`config.mk`:
```
export PLATFORM = sky130hd
export DESIGN_NAME = ptw_responder_flat
export DESIGN_NICKNAME = d
export VERILOG_FILES = /design/src/rtl/ptw_responder_if.sv /design/src/rtl/ptw_responder.sv /design/src/flat_wrapper.sv
export SDC_FILE = /design/constraint.sdc
export NUM_CORES = 1
export LEC_CHECK = 0
export ABC_AREA = 1
export BUFFER_PORTS_ARGS = -buffer_cell sky130_fd_sc_hd__buf_2
export CORE_UTILIZATION = 48
export DETAILED_ROUTE_END_ITERATION = 8
export MAX_ROUTING_LAYER = met4
export PLACE_DENSITY_LB_ADDON = 0.25
export SLEW_MARGIN = 20
export SYNTH_ARGS = -nofsm -noshare
export SYNTH_HDL_FRONTEND = slang
export SYNTH_SLANG_ARGS = --single-unit
```
`constraint.sdc`:
```
create_clock -name clk -period 3.2 [get_ports clk]
set_input_delay 0.16 -clock clk [delete_from_list [all_inputs] [get_ports clk]]
set_output_delay 0.16 -clock clk [all_outputs]
set_load 0.01 [all_outputs]
```
`src/rtl/ptw_responder_if.sv`:
```
// Bundle of the two TLB ptw ports, the PTE memory port and the busy flag.
// slave  : the walker's view (drives TLB ready/resp, memory request, busy)
// master : the surrounding system's view (TLBs and memory)
interface ptw_responder_if #(
    parameter int VPN_W  = 20,
    parameter int PPN_W  = 32,
    parameter int ADDR_W = 32
);
    // instruction-side TLB
    logic              imem_req_valid;
    logic              imem_req_ready;
    logic [VPN_W-1:0]  imem_req_bits_vpn;
    logic              imem_resp_valid;
    logic              imem_resp_bits_error;
    logic [PPN_W-1:0]  imem_resp_bits_ppn;

    // data-side TLB
    logic              dmem_req_valid;
    logic              dmem_req_ready;
    logic [VPN_W-1:0]  dmem_req_bits_vpn;
    logic              dmem_resp_valid;
    logic              dmem_resp_bits_error;
    logic [PPN_W-1:0]  dmem_resp_bits_ppn;

    // page-table memory
    logic              mem_req_valid;
    logic              mem_req_ready;
    logic [ADDR_W-1:0] mem_req_bits_addr;
    logic              mem_resp_valid;
    logic              mem_resp_bits_error;
    logic [PPN_W:0]    mem_resp_bits_data;

    logic              busy;

    modport slave (
        input  imem_req_valid, imem_req_bits_vpn,
        output imem_req_ready, imem_resp_valid, imem_resp_bits_error, imem_resp_bits_ppn,
        input  dmem_req_valid, dmem_req_bits_vpn,
        output dmem_req_ready, dmem_resp_valid, dmem_resp_bits_error, dmem_resp_bits_ppn,
        output mem_req_valid, mem_req_bits_addr,
        input  mem_req_ready, mem_resp_valid, mem_resp_bits_error, mem_resp_bits_data,
        output busy
    );

    modport master (
        output imem_req_valid, imem_req_bits_vpn,
        input  imem_req_ready, imem_resp_valid, imem_resp_bits_error, imem_resp_bits_ppn,
        output dmem_req_valid, dmem_req_bits_vpn,
        input  dmem_req_ready, dmem_resp_valid, dmem_resp_bits_error, dmem_resp_bits_ppn,
        input  mem_req_valid, mem_req_bits_addr,
        output mem_req_ready, mem_resp_valid, mem_resp_bits_error, mem_resp_bits_data,
        input  busy
    );
endinterface

```
`src/rtl/ptw_responder.sv`:
```
// Page-table-walk responder shared by the instruction and data TLBs.
// One request at a time: round-robin pick between the two TLB ports, a single
// PTE read on the memory port, then a one-cycle response strobe to the owner.
//
//  state  | meaning
//  -------+-----------------------------------------------------------
//  IDLE   | arbitrating; the granted port's ready is high
//  REQ    | PTE read request presented, waiting for memory ready
//  WAIT   | request accepted by memory, waiting for PTE data
//  RESP   | owner's resp_valid high for this single cycle
module ptw_responder #(
    parameter int                VPN_W   = 20,
    parameter int                PPN_W   = 32,
    parameter int                ADDR_W  = 32,
    parameter logic [ADDR_W-1:0] PT_BASE = 32'h0001_0000
) (
    input  logic            clk,
    input  logic            reset,
    ptw_responder_if.slave  io
);

    typedef enum logic [1:0] {
        S_IDLE = 2'd0,
        S_REQ  = 2'd1,
        S_WAIT = 2'd2,
        S_RESP = 2'd3
    } state_t;

    typedef enum logic {
        PORT_IMEM = 1'b0,
        PORT_DMEM = 1'b1
    } port_t;

    state_t           r_state;
    state_t           w_state_nxt;
    port_t            r_last;
    port_t            r_owner;
    logic [VPN_W-1:0] r_vpn;
    logic             r_error;
    logic [PPN_W-1:0] r_ppn;

    port_t            w_grant;
    logic             w_idle;
    logic             w_accept;
    logic             w_pte_error;
    logic [PPN_W-1:0] w_pte_ppn;

    assign w_idle = (r_state == S_IDLE);

    // Round-robin grant: a lone requester wins outright; with both or neither
    // pending, the port not served last gets the grant (and the ready).
    always_comb begin
        w_grant = PORT_IMEM;
        if (io.imem_req_valid && !io.dmem_req_valid) begin
            w_grant = PORT_IMEM;
        end else if (io.dmem_req_valid && !io.imem_req_valid) begin
            w_grant = PORT_DMEM;
        end else if (r_last == PORT_IMEM) begin
            w_grant = PORT_DMEM;
        end else begin
            w_grant = PORT_IMEM;
        end
    end

    assign io.imem_req_ready = w_idle && (w_grant == PORT_IMEM);
    assign io.dmem_req_ready = w_idle && (w_grant == PORT_DMEM);

    assign w_accept = (io.imem_req_ready && io.imem_req_valid) ||
                      (io.dmem_req_ready && io.dmem_req_valid);

    // A bus error or a clear V bit both mean the walk failed; ppn is zeroed then.
    assign w_pte_error = io.mem_resp_bits_error | ~io.mem_resp_bits_data[0];
    assign w_pte_ppn   = w_pte_error ? '0 : io.mem_resp_bits_data[PPN_W:1];

    // State register.
    always_ff @(posedge clk or posedge reset) begin
        if (reset) begin
            r_state <= S_IDLE;
        end else begin
            r_state <= w_state_nxt;
        end
    end

    // Next-state logic.
    always_comb begin
        w_state_nxt = r_state;
        case (r_state)
            S_IDLE: if (w_accept)                                  w_state_nxt = S_REQ;
            S_REQ:  if (io.mem_req_valid && io.mem_req_ready)      w_state_nxt = S_WAIT;
            S_WAIT: if (io.mem_resp_valid)                         w_state_nxt = S_RESP;
            S_RESP:                                                w_state_nxt = S_IDLE;
            default:                                               w_state_nxt = S_IDLE;
        endcase
    end

    // Capture the winning request and remember it for the next arbitration.
    always_ff @(posedge clk or posedge reset) begin
        if (reset) begin
            r_last  <= PORT_DMEM;
            r_owner <= PORT_IMEM;
            r_vpn   <= '0;
        end else if (w_accept) begin
            r_last  <= w_grant;
            r_owner <= w_grant;
            r_vpn   <= (w_grant == PORT_DMEM) ? io.dmem_req_bits_vpn : io.imem_req_bits_vpn;
        end
    end

    // Register the translation result when the PTE arrives; stray data outside
    // WAIT is ignored.
    always_ff @(posedge clk or posedge reset) begin
        if (reset) begin
            r_error <= 1'b0;
            r_ppn   <= '0;
        end else if ((r_state == S_WAIT) && io.mem_resp_valid) begin
            r_error <= w_pte_error;
            r_ppn   <= w_pte_ppn;
        end
    end

    // Address derives from the latched vpn, so it cannot move while in REQ.
    assign io.mem_req_bits_addr = PT_BASE + ADDR_W'(r_vpn);
    assign io.mem_req_valid     = (r_state == S_REQ);

    assign io.imem_resp_valid      = (r_state == S_RESP) && (r_owner == PORT_IMEM);
    assign io.dmem_resp_valid      = (r_state == S_RESP) && (r_owner == PORT_DMEM);
    assign io.imem_resp_bits_error = r_error;
    assign io.imem_resp_bits_ppn   = r_ppn;
    assign io.dmem_resp_bits_error = r_error;
    assign io.dmem_resp_bits_ppn   = r_ppn;

    assign io.busy = !w_idle;

endmodule

```
`src/flat_wrapper.sv`:
```
// flat-port wrapper written by rule: the top's interface ports become plain ports
module ptw_responder_flat 
#(
    parameter int                VPN_W   = 20,
    parameter int                PPN_W   = 32,
    parameter int                ADDR_W  = 32,
    parameter logic [ADDR_W-1:0] PT_BASE = 32'h0001_0000
)
  (clk, reset, io_imem_req_valid, io_imem_req_bits_vpn, io_imem_req_ready, io_imem_resp_valid, io_imem_resp_bits_error, io_imem_resp_bits_ppn, io_dmem_req_valid, io_dmem_req_bits_vpn, io_dmem_req_ready, io_dmem_resp_valid, io_dmem_resp_bits_error, io_dmem_resp_bits_ppn, io_mem_req_valid, io_mem_req_bits_addr, io_mem_req_ready, io_mem_resp_valid, io_mem_resp_bits_error, io_mem_resp_bits_data, io_busy);
  ptw_responder_if #(.VPN_W(VPN_W), .PPN_W(PPN_W), .ADDR_W(ADDR_W)) io_i ();
  input  logic clk;
  input  logic reset;
  input wire logic [$bits(io_i.imem_req_valid)-1:0] io_imem_req_valid;
  input wire logic [$bits(io_i.imem_req_bits_vpn)-1:0] io_imem_req_bits_vpn;
  output wire logic [$bits(io_i.imem_req_ready)-1:0] io_imem_req_ready;
  output wire logic [$bits(io_i.imem_resp_valid)-1:0] io_imem_resp_valid;
  output wire logic [$bits(io_i.imem_resp_bits_error)-1:0] io_imem_resp_bits_error;
  output wire logic [$bits(io_i.imem_resp_bits_ppn)-1:0] io_imem_resp_bits_ppn;
  input wire logic [$bits(io_i.dmem_req_valid)-1:0] io_dmem_req_valid;
  input wire logic [$bits(io_i.dmem_req_bits_vpn)-1:0] io_dmem_req_bits_vpn;
  output wire logic [$bits(io_i.dmem_req_ready)-1:0] io_dmem_req_ready;
  output wire logic [$bits(io_i.dmem_resp_valid)-1:0] io_dmem_resp_valid;
  output wire logic [$bits(io_i.dmem_resp_bits_error)-1:0] io_dmem_resp_bits_error;
  output wire logic [$bits(io_i.dmem_resp_bits_ppn)-1:0] io_dmem_resp_bits_ppn;
  output wire logic [$bits(io_i.mem_req_valid)-1:0] io_mem_req_valid;
  output wire logic [$bits(io_i.mem_req_bits_addr)-1:0] io_mem_req_bits_addr;
  input wire logic [$bits(io_i.mem_req_ready)-1:0] io_mem_req_ready;
  input wire logic [$bits(io_i.mem_resp_valid)-1:0] io_mem_resp_valid;
  input wire logic [$bits(io_i.mem_resp_bits_error)-1:0] io_mem_resp_bits_error;
  input wire logic [$bits(io_i.mem_resp_bits_data)-1:0] io_mem_resp_bits_data;
  output wire logic [$bits(io_i.busy)-1:0] io_busy;
  assign io_i.imem_req_valid = io_imem_req_valid;
  assign io_i.imem_req_bits_vpn = io_imem_req_bits_vpn;
  assign io_imem_req_ready = io_i.imem_req_ready;
  assign io_imem_resp_valid = io_i.imem_resp_valid;
  assign io_imem_resp_bits_error = io_i.imem_resp_bits_error;
  assign io_imem_resp_bits_ppn = io_i.imem_resp_bits_ppn;
  assign io_i.dmem_req_valid = io_dmem_req_valid;
  assign io_i.dmem_req_bits_vpn = io_dmem_req_bits_vpn;
  assign io_dmem_req_ready = io_i.dmem_req_ready;
  assign io_dmem_resp_valid = io_i.dmem_resp_valid;
  assign io_dmem_resp_bits_error = io_i.dmem_resp_bits_error;
  assign io_dmem_resp_bits_ppn = io_i.dmem_resp_bits_ppn;
  assign io_mem_req_valid = io_i.mem_req_valid;
  assign io_mem_req_bits_addr = io_i.mem_req_bits_addr;
  assign io_i.mem_req_ready = io_mem_req_ready;
  assign io_i.mem_resp_valid = io_mem_resp_valid;
  assign io_i.mem_resp_bits_error = io_mem_resp_bits_error;
  assign io_i.mem_resp_bits_data = io_mem_resp_bits_data;
  assign io_busy = io_i.busy;
  ptw_responder #(.VPN_W(VPN_W), .PPN_W(PPN_W), .ADDR_W(ADDR_W), .PT_BASE(PT_BASE)) u_core (.clk(clk), .reset(reset), .io(io_i));
endmodule
```
Word-level counts from Yosys, hierarchy flattened. Index checks and enable logic that the tools add are counted.

Input bits: 80. Bits in writable memories: 0. Word-level logic and storage cells: 42. Bits in registers: 57. Memory bits (read-only): 0. Latch bits: 0. Memories kept: 0.

Shift-type cells: 0. Bitwise operators: 4. Reductions and logical operators: 16. Multiplexer cells: 9. Magnitude comparators: 0. Add/subtract/negate cells: 1. Div/mod/pow operators: 0. Equality and inequality tests: 6. $mul: 0.

Operators by type and width (number): 32-bit two-way mux (1); 17-bit by 20-bit adder with 21-bit output, first input constant (1); 20-bit two-way mux (1); 1-bit logical AND (10); 2-bit case mux with 4 select lines (1); 2-bit two-way mux (3); 2-bit inequality test, second input constant (3); 2-bit == test, second input constant (2); 1-bit zero test (3); 1-bit two-way mux (3); 1-bit NOT (3); 3-bit AND reduction (1); 2-bit by 1-bit == test with 1-bit output, second input constant (1); 2-bit zero test (1); 1-bit logical OR (1); 1-bit bitwise OR (1).

Longest topological paths before layout.
Depth in word-level cells: 10. Mapped depth: 7.

Least setup slack after synthesis. Ideal clock, no wire load.

Path type: reg-to-reg. From: register u_core.r_state[0]. To: register u_core.r_error (netlist: u_core.io.dmem_resp_bits_error). Data arrival time: 1.309 ns. Buffers on the path: 1. Slack: 1.772 ns. Stages on the path, launching flop included: 7. Path through: dfrtp_1 -> inv_1 -> ha_1 -> nand2_2 -> nor3b_4 -> buf_6 -> nor2_1.

Longest elaborated chain between the ends: 2.

Ends and longest elaborated chain: start: declaration (line ptw_responder.sv:34) `state_t r_state;`; start signal: assignment (line ptw_responder.sv:80) `r_state <= w_state_nxt;`; 2-bit == test (line ptw_responder.sv:115) `end else if ((r_state == S_WAIT) && io.mem_resp_valid) begin`; 1-bit logical AND (line ptw_responder.sv:115); end signal: assignment (line ptw_responder.sv:116) `r_error <= w_pte_error;`; end: declaration (line ptw_responder.sv:39) `logic r_error;`.

Every way passes these cells. A chain may end at the register's enable or synchronous reset.

Final worst setup path.
From: register u_core.r_last. To: output port io_imem_req_ready.

Longest elaborated chain between the ends: 5.

Ends and longest elaborated chain: start: declaration (line ptw_responder.sv:36) `port_t r_last;`; start signal: assignment (line ptw_responder.sv:103) `r_last <= w_grant;`; 1-bit two-way mux (line ptw_responder.sv:58) `end else if (r_last == PORT_IMEM) begin`; 1-bit two-way mux (line ptw_responder.sv:56) `end else if (io.dmem_req_valid && !io.imem_req_valid) begin`; 1-bit two-way mux (line ptw_responder.sv:54) `if (io.imem_req_valid && !io.dmem_req_valid) begin`; 1-bit NOT (line ptw_responder.sv:65) `assign io.imem_req_ready = w_idle && (w_grant == PORT_IMEM);`; 1-bit logical AND (line ptw_responder.sv:65); end: declaration (line flat_wrapper.sv:15) `output wire logic [$bits(io_i.imem_req_ready)-1:0] io_imem_req_ready;`.

Every way passes these cells.

==> impl_metrics.tcl <==
set metrics [dict create \
    hpwl_after_detailed_placement_um 5070 \
    detail_route.vias_per_cell 4.47 \
    multi_input_comb_area_sq_um 1060 \
    antennaDiodeCount 0 \
    grt_max_degree 38 \
    highest_count_cells_in_the_layout_ignoring_fill_and_taps "sky130_fd_sc_hd__buf_2 (172), sky130_fd_sc_hd__nand2_1 (169), sky130_fd_sc_hd__dfrtp_1 (56), sky130_fd_sc_hd__inv_1 (53), sky130_fd_sc_hd__nand3_1 (43)" \
    finalSetupViolCount 0 \
    placementRows 29 \
    hold_start "io_mem_resp_bits_data[16]" \
    power_report.internal_total_uw 2150 \
    clock_tree_from_tritoncts "yes" \
    most_common_cell_after_layout_fill_and_taps_aside "sky130_fd_sc_hd__buf_2" \
    path_depth 5 \
    first_global_vias 2629 \
    starting_utilization_of_the_core_area_pct 50.0 \
    timing.setup.tns_ns 0 \
    power.share.switching_pct 40.8 \
    core_area_sq_um 6390 \
    totalPowerFinal_uw 3630 \
    synth.top_cell.area_share_pct 43.9 \
    placement.io_buffers 172 \
    gp_routability_congestion 0.825 \
    synth_cell_types 18 \
    cts.path.max_buffers 2 \
    max_slew_margin_pct 50.8 \
    post-place-cells 608 \
    synth_area_leaders "sky130_fd_sc_hd__dfrtp_1 (44%), sky130_fd_sc_hd__nand2_1 (20%), sky130_fd_sc_hd__buf_4 (14%)" \
    final_antenna_net_count 0 \
    die_area_sq_um 6980 \
    layout.filler_cells 612 \
    cts.repair_timing.setup_buffer_count 0 \
    placedInstanceArea_sq_um 3670 \
    rsz0062_at_grt "false" \
    drt_drc_violations_left 0 \
    worst-path-buf-inv 2 \
    drv_slew 0 \
    achievable-frequency_ghz 0.392 \
    synth_area_sq_um 3190 \
    clock_tree.root_cell "sky130_fd_sc_hd__clkbuf_8" \
    drive_above_1_share_pct 35.4 \
    power.density_nw_per_um2 933 \
    min_period_over_period_pct 79.7 \
    slowest_delay_ns 0.61 \
    via_count 2792 \
    clock_latency_ns 0.33 \
    netlist_instances 422 \
    regToRegSetupSlack_ns 1.05 \
    finish.net_count 629 \
    cp.required_ns 3.04 \
    r2r.worst_path.cells 6 \
    cpMaxStageDelayCell "sky130_fd_sc_hd__nand2_1" \
    timing_worst_setup_path_type "reg -> out" \
    power.share.clock_pct 19.6 \
    router_iterations_before_antenna_repair 4 \
    hold_viol_final 0 \
    stdcell_count 625 \
    critPathLaunch "u_core.r_last" \
    critical_path.max_fanout 22 \
    max-cap-violations 0 \
    timing.critical_path.from_type "flop" \
    clk_transition_reported_paths_ns 0.07 \
    end_kind "output port" \
    synth.yosys.seq_area_share_pct 44.7 \
    crit_path_cell_trace "inv_1 -> nand2_1 -> nand2_1 -> nor2_1 -> buf_2" \
    worst_slew_pin_slew_ns 0.736 \
    crit_path_end "io_imem_req_ready" \
    grt-ovfl-total 0 \
    ys_seq_elements 57 \
    tritoncts.num_buffers 9 \
    syn2layout_area_growth_pct 21.9 \
    detailedRoute.firstIterationViolations 110 \
    power.combinational.fraction_pct 44.8 \
    syn-mean-instance-area_sq_um 7.56 \
    hold_path.class "in -> reg" \
    rr_endpoint "u_core.r_vpn[11]" \
    route.final.wire_length_um 7000 \
    reg2reg_from "u_core.r_last" \
    die_height_um 83.5 \
    antenna_found_initial 0 \
    floorplan.die.width_um 83.5 \
    grt_usage_pct 21.5 \
    crit_path_frequent_cell "sky130_fd_sc_hd__nand2_1" \
    fin_skew_ns 0.00836 \
    period_minus_slack_ns 2.55 \
    outcome "completed" \
    power.sequential.fraction_pct 35.5 \
    cts-htree-levels 3 \
    pin_count 184 \
    design_area_sq_um 3890 \
    leak_uw 0.00258 \
    wl_per_cell_um 11.2 \
    ys_warn_count 0 \
    switchingPower_uw 1480 \
    critical_path_arrival_ns 2.39 \
    synth_area_leader_cell "sky130_fd_sc_hd__dfrtp_1" \
    cpLargestDelayFamily "simple AND/OR/NAND/NOR gates" \
    cts_resized 0 \
    numClockSinks 57 \
    global_route_wire_length_before_repair_um 11700 \
    ir_worst_vdd_mv 0.613 \
    final-seq-area_sq_um 1430 \
]
-- worst min path at each step --
stage / to / slack (ns) / cells after the start
final: u_core.io.dmem_resp_bits_ppn[15] / 0.02 / 3
after global routing: u_core.io.dmem_resp_bits_ppn[10] / 0.02 / 3
after CTS: u_core.io.dmem_resp_bits_ppn[15] / 0.0002 / 3
after detailed placement: u_core.io.dmem_resp_bits_ppn[10] / 0.35 / 2
after global placement: u_core.io.dmem_resp_bits_ppn[10] / 0.34 / 2
after floorplan: u_core.io.dmem_resp_bits_ppn[0] / 0.27 / 2
-- stage by stage --
| step | setup slack [ns] | hold WS (ns) | utilization (%) |
|---|---|---|---|
| global route | 0.344 | 0.0212 | 60.9 |
| detailed placement | 1.01 | 0.347 | 57.5 |
| global placement | 1.05 | 0.339 | 57.5 |
| floorplan | 1.64 | 0.270 | - |
| finish | 0.650 | 0.0204 | 60.9 |
| CTS | 0.649 | 0.000168 | 60.9 |
-- worst register-to-register path, stage by stage (launching register included) --
cell and delay (ns):
sky130_fd_sc_hd__dfstp_2 0.53, sky130_fd_sc_hd__inv_1 0.05, sky130_fd_sc_hd__nand2_1 0.52, sky130_fd_sc_hd__nand2_1 0.61, sky130_fd_sc_hd__nand2_1 0.19, sky130_fd_sc_hd__nand3_1 0.09
sky130_fd_sc_hd__nand2_1 0.09
-- registers in the layout (all words and copies together) (netlist names) --
| name | flops |
|---|---|
| u_core.r_owner | 1 |
| u_core.io.dmem_resp_bits_error | 1 |
| u_core.r_state | 2 |
| u_core.r_last | 1 |
| u_core.r_vpn | 20 |
| u_core.io.dmem_resp_bits_ppn | 32 |
-- kinds of logic (layout without fill, tap and decap cells) --
family	count (synthesis)	in the layout	share of synthesized area (%)
flip-flops	57	57	44.7
other	1	11	0.117
XOR/XNOR	2	2	0.549
buffers and inverters	130	246	23.2
AO/OA/AOI/OAI	6	6	0.941
adder cells (fa/ha/maj)	6	6	2.35
AND/OR/NAND/NOR	220	220	28.1
-- cell type report --
cell class,instances,area share [%]
Tap cell,77,2.48
Multi-Input combinational cell,245,27.3
Inverter,54,5.21
Clock inverter,6,2.12
Clock buffer,10,3.28
Timing Repair Buffer,176,23.0
Sequential cell,57,36.7
-- synthesized netlist by cell type --
library cell / instances
sky130_fd_sc_hd__nand2_1: 169
sky130_fd_sc_hd__buf_4: 60
sky130_fd_sc_hd__dfrtp_1: 56
sky130_fd_sc_hd__inv_1: 54
sky130_fd_sc_hd__nand3_1: 43
sky130_fd_sc_hd__clkbuf_1: 9
sky130_fd_sc_hd__ha_1: 6
sky130_fd_sc_hd__nor2_1: 6
sky130_fd_sc_hd__buf_2: 4
sky130_fd_sc_hd__buf_6: 3
sky130_fd_sc_hd__o21ai_0: 3
sky130_fd_sc_hd__a21oi_1: 2
sky130_fd_sc_hd__xor2_1: 2
sky130_fd_sc_hd__conb_1: 1
sky130_fd_sc_hd__dfstp_2: 1
sky130_fd_sc_hd__nand2_2: 1
sky130_fd_sc_hd__nor3b_4: 1
sky130_fd_sc_hd__o21ai_1: 1
-- layer usage --
metal	routed length [um]	vias to the layer above	GRT usage, %
met5	0	-	-
met4	124	0	8.63
met3	361	12	4.25
met2	3480	102	34.8
met1	3040	1245	26.6
li1	-	1433	-
-- repair_timing --
action                     in CTS  in global routing
setup endpoints to repair       0                  0
hold endpoints to repair       36                  0
hold buffers                    1                  0
-- power groups by stage --
stage	sequential, uW	combinational [uW]	clock [uW]
global route	1340	1820	770
CTS	1290	1650	736
finish	1290	1630	713
global placement	1290	1600	0
detailed placement	1300	1640	0
floorplan	1360	1250	0
Power figures use the tool's default switching activity.
